===== src/rtl/mem_arbiter.sv =====
// mem_arbiter: shares one single-port synchronous data memory between
// the CPU data port and a debug/loader port, one transaction at a time.
module mem_arbiter #(
    parameter int ADDR_W       = 8,
    parameter int DATA_W       = 16,
    parameter int CPU_PRIORITY = 0
) (
    input  logic              clk,
    input  logic              rst,
    input  logic              cpu_req,
    input  logic              cpu_we,
    input  logic [ADDR_W-1:0] cpu_addr,
    input  logic [DATA_W-1:0] cpu_wdata,
    output logic              cpu_ack,
    output logic [DATA_W-1:0] cpu_rdata,
    input  logic              dbg_req,
    input  logic              dbg_we,
    input  logic [ADDR_W-1:0] dbg_addr,
    input  logic [DATA_W-1:0] dbg_wdata,
    output logic              dbg_ack,
    output logic [DATA_W-1:0] dbg_rdata,
    output logic              mem_en,
    output logic              mem_we,
    output logic [ADDR_W-1:0] mem_addr,
    output logic [DATA_W-1:0] mem_wdata,
    input  logic [DATA_W-1:0] mem_rdata,
    output logic              busy
);

    typedef enum logic [1:0] {IDLE, ISSUE, CAPTURE, DONE} state_e;

    state_e            state_q, state_d;
    logic              last_dbg_q, last_dbg_d;
    logic              win_dbg_q, win_dbg_d;
    logic              we_q, we_d;
    logic              mem_en_q, mem_en_d;
    logic              mem_we_q, mem_we_d;
    logic [ADDR_W-1:0] mem_addr_q, mem_addr_d;
    logic [DATA_W-1:0] mem_wdata_q, mem_wdata_d;
    logic              cpu_ack_q, cpu_ack_d;
    logic              dbg_ack_q, dbg_ack_d;
    logic [DATA_W-1:0] cpu_rdata_q, cpu_rdata_d;
    logic [DATA_W-1:0] dbg_rdata_q, dbg_rdata_d;
    logic              busy_q, busy_d;
    logic              cpu_wins;

    always_comb begin
        state_d     = state_q;
        last_dbg_d  = last_dbg_q;
        win_dbg_d   = win_dbg_q;
        we_d        = we_q;
        mem_en_d    = 1'b0;
        mem_we_d    = 1'b0;
        mem_addr_d  = mem_addr_q;
        mem_wdata_d = mem_wdata_q;
        cpu_ack_d   = 1'b0;
        dbg_ack_d   = 1'b0;
        cpu_rdata_d = cpu_rdata_q;
        dbg_rdata_d = dbg_rdata_q;
        busy_d      = busy_q;
        // On a tie the port not served last wins, unless the CPU is pinned.
        cpu_wins = cpu_req &&
                   (!dbg_req || (CPU_PRIORITY != 0) || last_dbg_q);
        unique case (state_q)
            IDLE: begin
                if (cpu_req || dbg_req) begin
                    win_dbg_d   = !cpu_wins;
                    last_dbg_d  = !cpu_wins;
                    we_d        = cpu_wins ? cpu_we : dbg_we;
                    mem_addr_d  = cpu_wins ? cpu_addr : dbg_addr;
                    mem_wdata_d = cpu_wins ? cpu_wdata : dbg_wdata;
                    mem_en_d    = 1'b1;
                    mem_we_d    = we_d;
                    busy_d      = 1'b1;
                    state_d     = ISSUE;
                end
            end
            ISSUE: begin
                state_d = CAPTURE;
            end
            CAPTURE: begin
                if (!we_q) begin
                    if (win_dbg_q) begin
                        dbg_rdata_d = mem_rdata;
                    end else begin
                        cpu_rdata_d = mem_rdata;
                    end
                end
                cpu_ack_d = !win_dbg_q;
                dbg_ack_d = win_dbg_q;
                state_d   = DONE;
            end
            DONE: begin
                busy_d  = 1'b0;
                state_d = IDLE;
            end
        endcase
    end

    always_ff @(posedge clk) begin
        if (rst) begin
            state_q     <= IDLE;
            last_dbg_q  <= 1'b1;
            win_dbg_q   <= 1'b0;
            we_q        <= 1'b0;
            mem_en_q    <= 1'b0;
            mem_we_q    <= 1'b0;
            mem_addr_q  <= '0;
            mem_wdata_q <= '0;
            cpu_ack_q   <= 1'b0;
            dbg_ack_q   <= 1'b0;
            cpu_rdata_q <= '0;
            dbg_rdata_q <= '0;
            busy_q      <= 1'b0;
        end else begin
            state_q     <= state_d;
            last_dbg_q  <= last_dbg_d;
            win_dbg_q   <= win_dbg_d;
            we_q        <= we_d;
            mem_en_q    <= mem_en_d;
            mem_we_q    <= mem_we_d;
            mem_addr_q  <= mem_addr_d;
            mem_wdata_q <= mem_wdata_d;
            cpu_ack_q   <= cpu_ack_d;
            dbg_ack_q   <= dbg_ack_d;
            cpu_rdata_q <= cpu_rdata_d;
            dbg_rdata_q <= dbg_rdata_d;
            busy_q      <= busy_d;
        end
    end

    assign cpu_ack   = cpu_ack_q;
    assign dbg_ack   = dbg_ack_q;
    assign cpu_rdata = cpu_rdata_q;
    assign dbg_rdata = dbg_rdata_q;
    assign mem_en    = mem_en_q;
    assign mem_we    = mem_we_q;
    assign mem_addr  = mem_addr_q;
    assign mem_wdata = mem_wdata_q;
    assign busy      = busy_q;

endmodule

===== config.mk =====
export PLATFORM = sky130hd
export DESIGN_NAME = mem_arbiter
export DESIGN_NICKNAME = d
export VERILOG_FILES = /design/src/rtl/mem_arbiter.sv
export SDC_FILE = /design/constraint.sdc
export NUM_CORES = 1
export LEC_CHECK = 0
export ABC_AREA = 0
export CORE_MARGIN = 1.5
export CORE_UTILIZATION = 30
export CTS_CLUSTER_DIAMETER = 100
export CTS_CLUSTER_SIZE = 10
export DETAILED_ROUTE_END_ITERATION = 7
export SETUP_SLACK_MARGIN = 0.3
export SLEW_MARGIN = 20
export SYNTH_ARGS = -nofsm -noshare
export SYNTH_HDL_FRONTEND = slang
export SYNTH_SLANG_ARGS = --single-unit

===== constraint.sdc =====
create_clock -name clk -period 1.9 [get_ports clk]
set_input_delay 0.285 -clock clk [delete_from_list [all_inputs] [get_ports clk]]
set_output_delay 0.285 -clock clk [all_outputs]
set_load 0.1 [all_outputs]

==> flow_metrics.env <==
export IMPL_fmax_mhz=680
export IMPL_cts_tree="built"
export IMPL_r2r_start="state_q[1]"
export IMPL_numCtsBuffers=9
export IMPL_dpl_instance_area_um2=3950
export IMPL_dieArea_um2=9670
export IMPL_ys_top_cells_by_count="dfxtp_1 (66), nand2_1 (64), a21oi_1 (32), nor2_1 (32)"
export IMPL_clk_latency_ns=0.34
export IMPL_path_max_fanout=16
export IMPL_async_flop_share_pct=0
export IMPL_grt_max_degree=36
export IMPL_cp_cell_sequence="ha_2 > or3b_1 > buf_4 > nand2_1 > a21oi_1"
export IMPL_ys_seq_area_share_pct=48.4
export IMPL_synth_top_area_share_pct=48.4
export IMPL_viasPerCell=4.85
export IMPL_ff2ff_setup_slack_ns=0.43
export IMPL_ant_nets=0
export IMPL_grt_ovfl_total=0
export IMPL_drc_errors=0
export IMPL_max_slew_margin_pct=63.6
export IMPL_clkTransAtPathRegs_ns=0.07
export IMPL_postLayoutCoreUtil_pct=47.7
export IMPL_yosysWarnings=0
export IMPL_critPathBufInv=1
export IMPL_synth_flop_cell="dfxtp_1"
export IMPL_worstPathRequired_ns=2.10
export IMPL_rsz0062_at_grt="no"
export IMPL_syn_area_per_cell_um2=8.39
export IMPL_area_growth_pct=53.1
export IMPL_skew_ns=0.00921
export IMPL_crit_family="simple AND/OR/NAND/NOR gates"
export IMPL_tns_ns=0
export IMPL_wire_per_inst_um=13.7
export IMPL_drtIter0Drc=61
export IMPL_gp_congestion=0.686
export IMPL_endpoint_kind="flop"
export IMPL_synth_edf_count=0
export IMPL_clk_path_buf_depth=2
export IMPL_design_area_um2=4180
export IMPL_cp_start_kind="flop"
export IMPL_startpoint="state_q[1]"
export IMPL_hold_ws_ns=0.418
export IMPL_finalHoldViolCount=0
export IMPL_drtPass1Iterations=4
export IMPL_cp_depth=5
export IMPL_portBuffers=130
export IMPL_drv_cap=0
export IMPL_ir_drop_mv=1.06
export IMPL_syn_inst=325
export IMPL_min_period_over_period_pct=77.4
export IMPL_synth_nets=400
export IMPL_fill_cells=880
export IMPL_dr_total_vias=2710
export IMPL_cts_root_buf="clkbuf_8"
export IMPL_netlist_top_cells_area="dfxtp_1 (48%), nand2_1 (8.8%), a311oi_1 (7.4%)"
export IMPL_crit_path_max_incr_delay_ns=0.41
export IMPL_reg2regPathDepth=5
export IMPL_ys_ff_latch=66
export IMPL_die_h_um=98.4
export IMPL_drive_gt1_share_pct=21.3
export IMPL_critPathArrivalTime_ns=1.67
export IMPL_synth_cell_types=30
export IMPL_die_w_um=98.4
export IMPL_criticalPathCategory="reg -> reg"
export IMPL_nets=522
export IMPL_grt_pass1_wl_um=12100
export IMPL_max_slew_worst_pin_slew_ns=0.546
export IMPL_clkSinkCount=66
export IMPL_setup_violations=0
export IMPL_period_minus_slack_ns=1.47
export IMPL_rows=34
export IMPL_grt_usage_pct=15.8
export IMPL_p_per_area_nw_per_um2=1670
export IMPL_detailed_place_hpwl_um=5310
export IMPL_ios=131
export IMPL_r2r_end="cpu_rdata[6]"
export IMPL_postCtsHoldBufs=0
export IMPL_diodes=0
export IMPL_status="completed"
export IMPL_syn_area_um2=2730
export IMPL_slew_violations=0
export IMPL_hold_path_class="in -> reg"
export IMPL_critPathCapture="cpu_rdata[6]"
export IMPL_wirelength_um=7680
export IMPL_synth_most_common_cell="dfxtp_1"
export IMPL_antenna_found_initial=0
export IMPL_leakagePower_nw=1.66
export IMPL_synth_top_area_cell="dfxtp_1"
export IMPL_start_util_pct=31.1
export IMPL_grt_pass1_vias=2506
export IMPL_fp_coreArea_um2=8760
export IMPL_slowest_stage="dfxtp_1"
export IMPL_h_tree_depth=3
[layout by cell type (no fill, tap or decap), types with 2 or more instances in the layout]
cell / synthesis / routed
clkdlybuf4s50_1: 0 / 68
buf_4: 3 / 68
dfxtp_1: 66 / 66
nand2_1: 64 / 64
a21oi_1: 32 / 32
nor2_1: 32 / 32
o21ai_0: 25 / 25
nand3_1: 25 / 25
a311oi_1: 23 / 23
clkbuf_8: 0 / 14
ha_1: 5 / 4
buf_12: 0 / 4
inv_1: 3 / 2
or3b_1: 2 / 2
a211oi_1: 2 / 2
nor3_1: 2 / 2
a311oi_2: 2 / 2
[worst reg2reg max path: cells and delay by family, from the launching register on]
| kind | cells | cell delay, ns |
|---|---|---|
| and+or+nand+nor | 2 | 0.44 |
| DFF | 1 | 0.41 |
| adders and majority gates | 1 | 0.22 |
| buffers and inverters | 1 | 0.21 |
| AOI/OAI and AO/OA | 1 | 0.06 |
[timing repair]
item	in CTS	in global routing
buffers inserted	0	0
setup endpoints to repair	0	30
gates resized for setup	0	3
[metal layers]
layer	track usage (%)	routed length, um
met5	0	0
met4	6.07	109
met3	6.73	800
met2	24.8	3300
met1	19.1	3470
[power breakdown]
group / switching (mW) / total (mW) / leakage (nW) / internal (mW)
Sequential: 0.207 / 1.92 / 0.540 / 1.72
Combinational: 2.84 / 3.75 / 1.01 / 0.911
Clock: 0.513 / 1.29 / 0.115 / 0.779
Total: 3.56 / 6.96 / 1.66 / 3.41
[cells by family (layout without fill, tap and decap cells)]
group / Yosys count / after routing / share of synthesized area (%)
compound gates: 88 / 88 / 20.5
flops: 66 / 66 / 48.4
mux: 1 / 1 / 0.367
buf+inv: 33 / 159 / 7.39
simple gates: 132 / 132 / 21.0
fa+ha+maj: 5 / 5 / 2.29
[stage by stage]
| stage | instances | worst slack, ns | power (mW) |
|---|---|---|---|
| after floorplan | 325 | 0.451 | 4.94 |
| after CTS | 559 | 0.317 | 7.02 |
| after global placement | 544 | 0.114 | 5.69 |
| final | 559 | 0.430 | 6.96 |
| after detailed placement | 544 | 0.114 | 5.72 |
| after global routing | 559 | 0.309 | 7.30 |
[registers in the layout, indices dropped and copies added (netlist names)]
signal / count
cpu_rdata: 16
state_q: 2
we_q: 1
cpu_ack: 1
mem_addr: 8
busy: 1
mem_en: 1
win_dbg_q: 1
mem_we: 1
dbg_rdata: 16
dbg_ack: 1
last_dbg_q: 1
mem_wdata: 16
[worst min-delay path by stage]
stage	from	slack, ns	to	cells after the start
4_1_cts	rst	0.42	state_q[1]	2
3_5_place_dp	dbg_rdata[1]	0.45	dbg_rdata[1]	2
3_3_place_gp	cpu_rdata[4]	0.44	cpu_rdata[4]	2
6_report	rst	0.42	state_q[1]	2
2_1_floorplan	mem_rdata[0]	0.42	cpu_rdata[0]	2
5_1_grt	rst	0.42	state_q[1]	2
[layout make-up]
| cell class | instances | area, um2 | area share (%) |
|---|---|---|---|
| Multi-Input combinational cell | 226 | 1210 | 29.0 |
| Clock inverter | 1 | 30.0 | 0.719 |
| Timing Repair Buffer | 141 | 1280 | 30.6 |
| Inverter | 3 | 11.3 | 0.270 |
| Tap cell | 108 | 135 | 3.24 |
| Clock buffer | 14 | 193 | 4.61 |
| Sequential cell | 66 | 1320 | 31.6 |
Note: power is estimated with default switching activity, not from simulation.
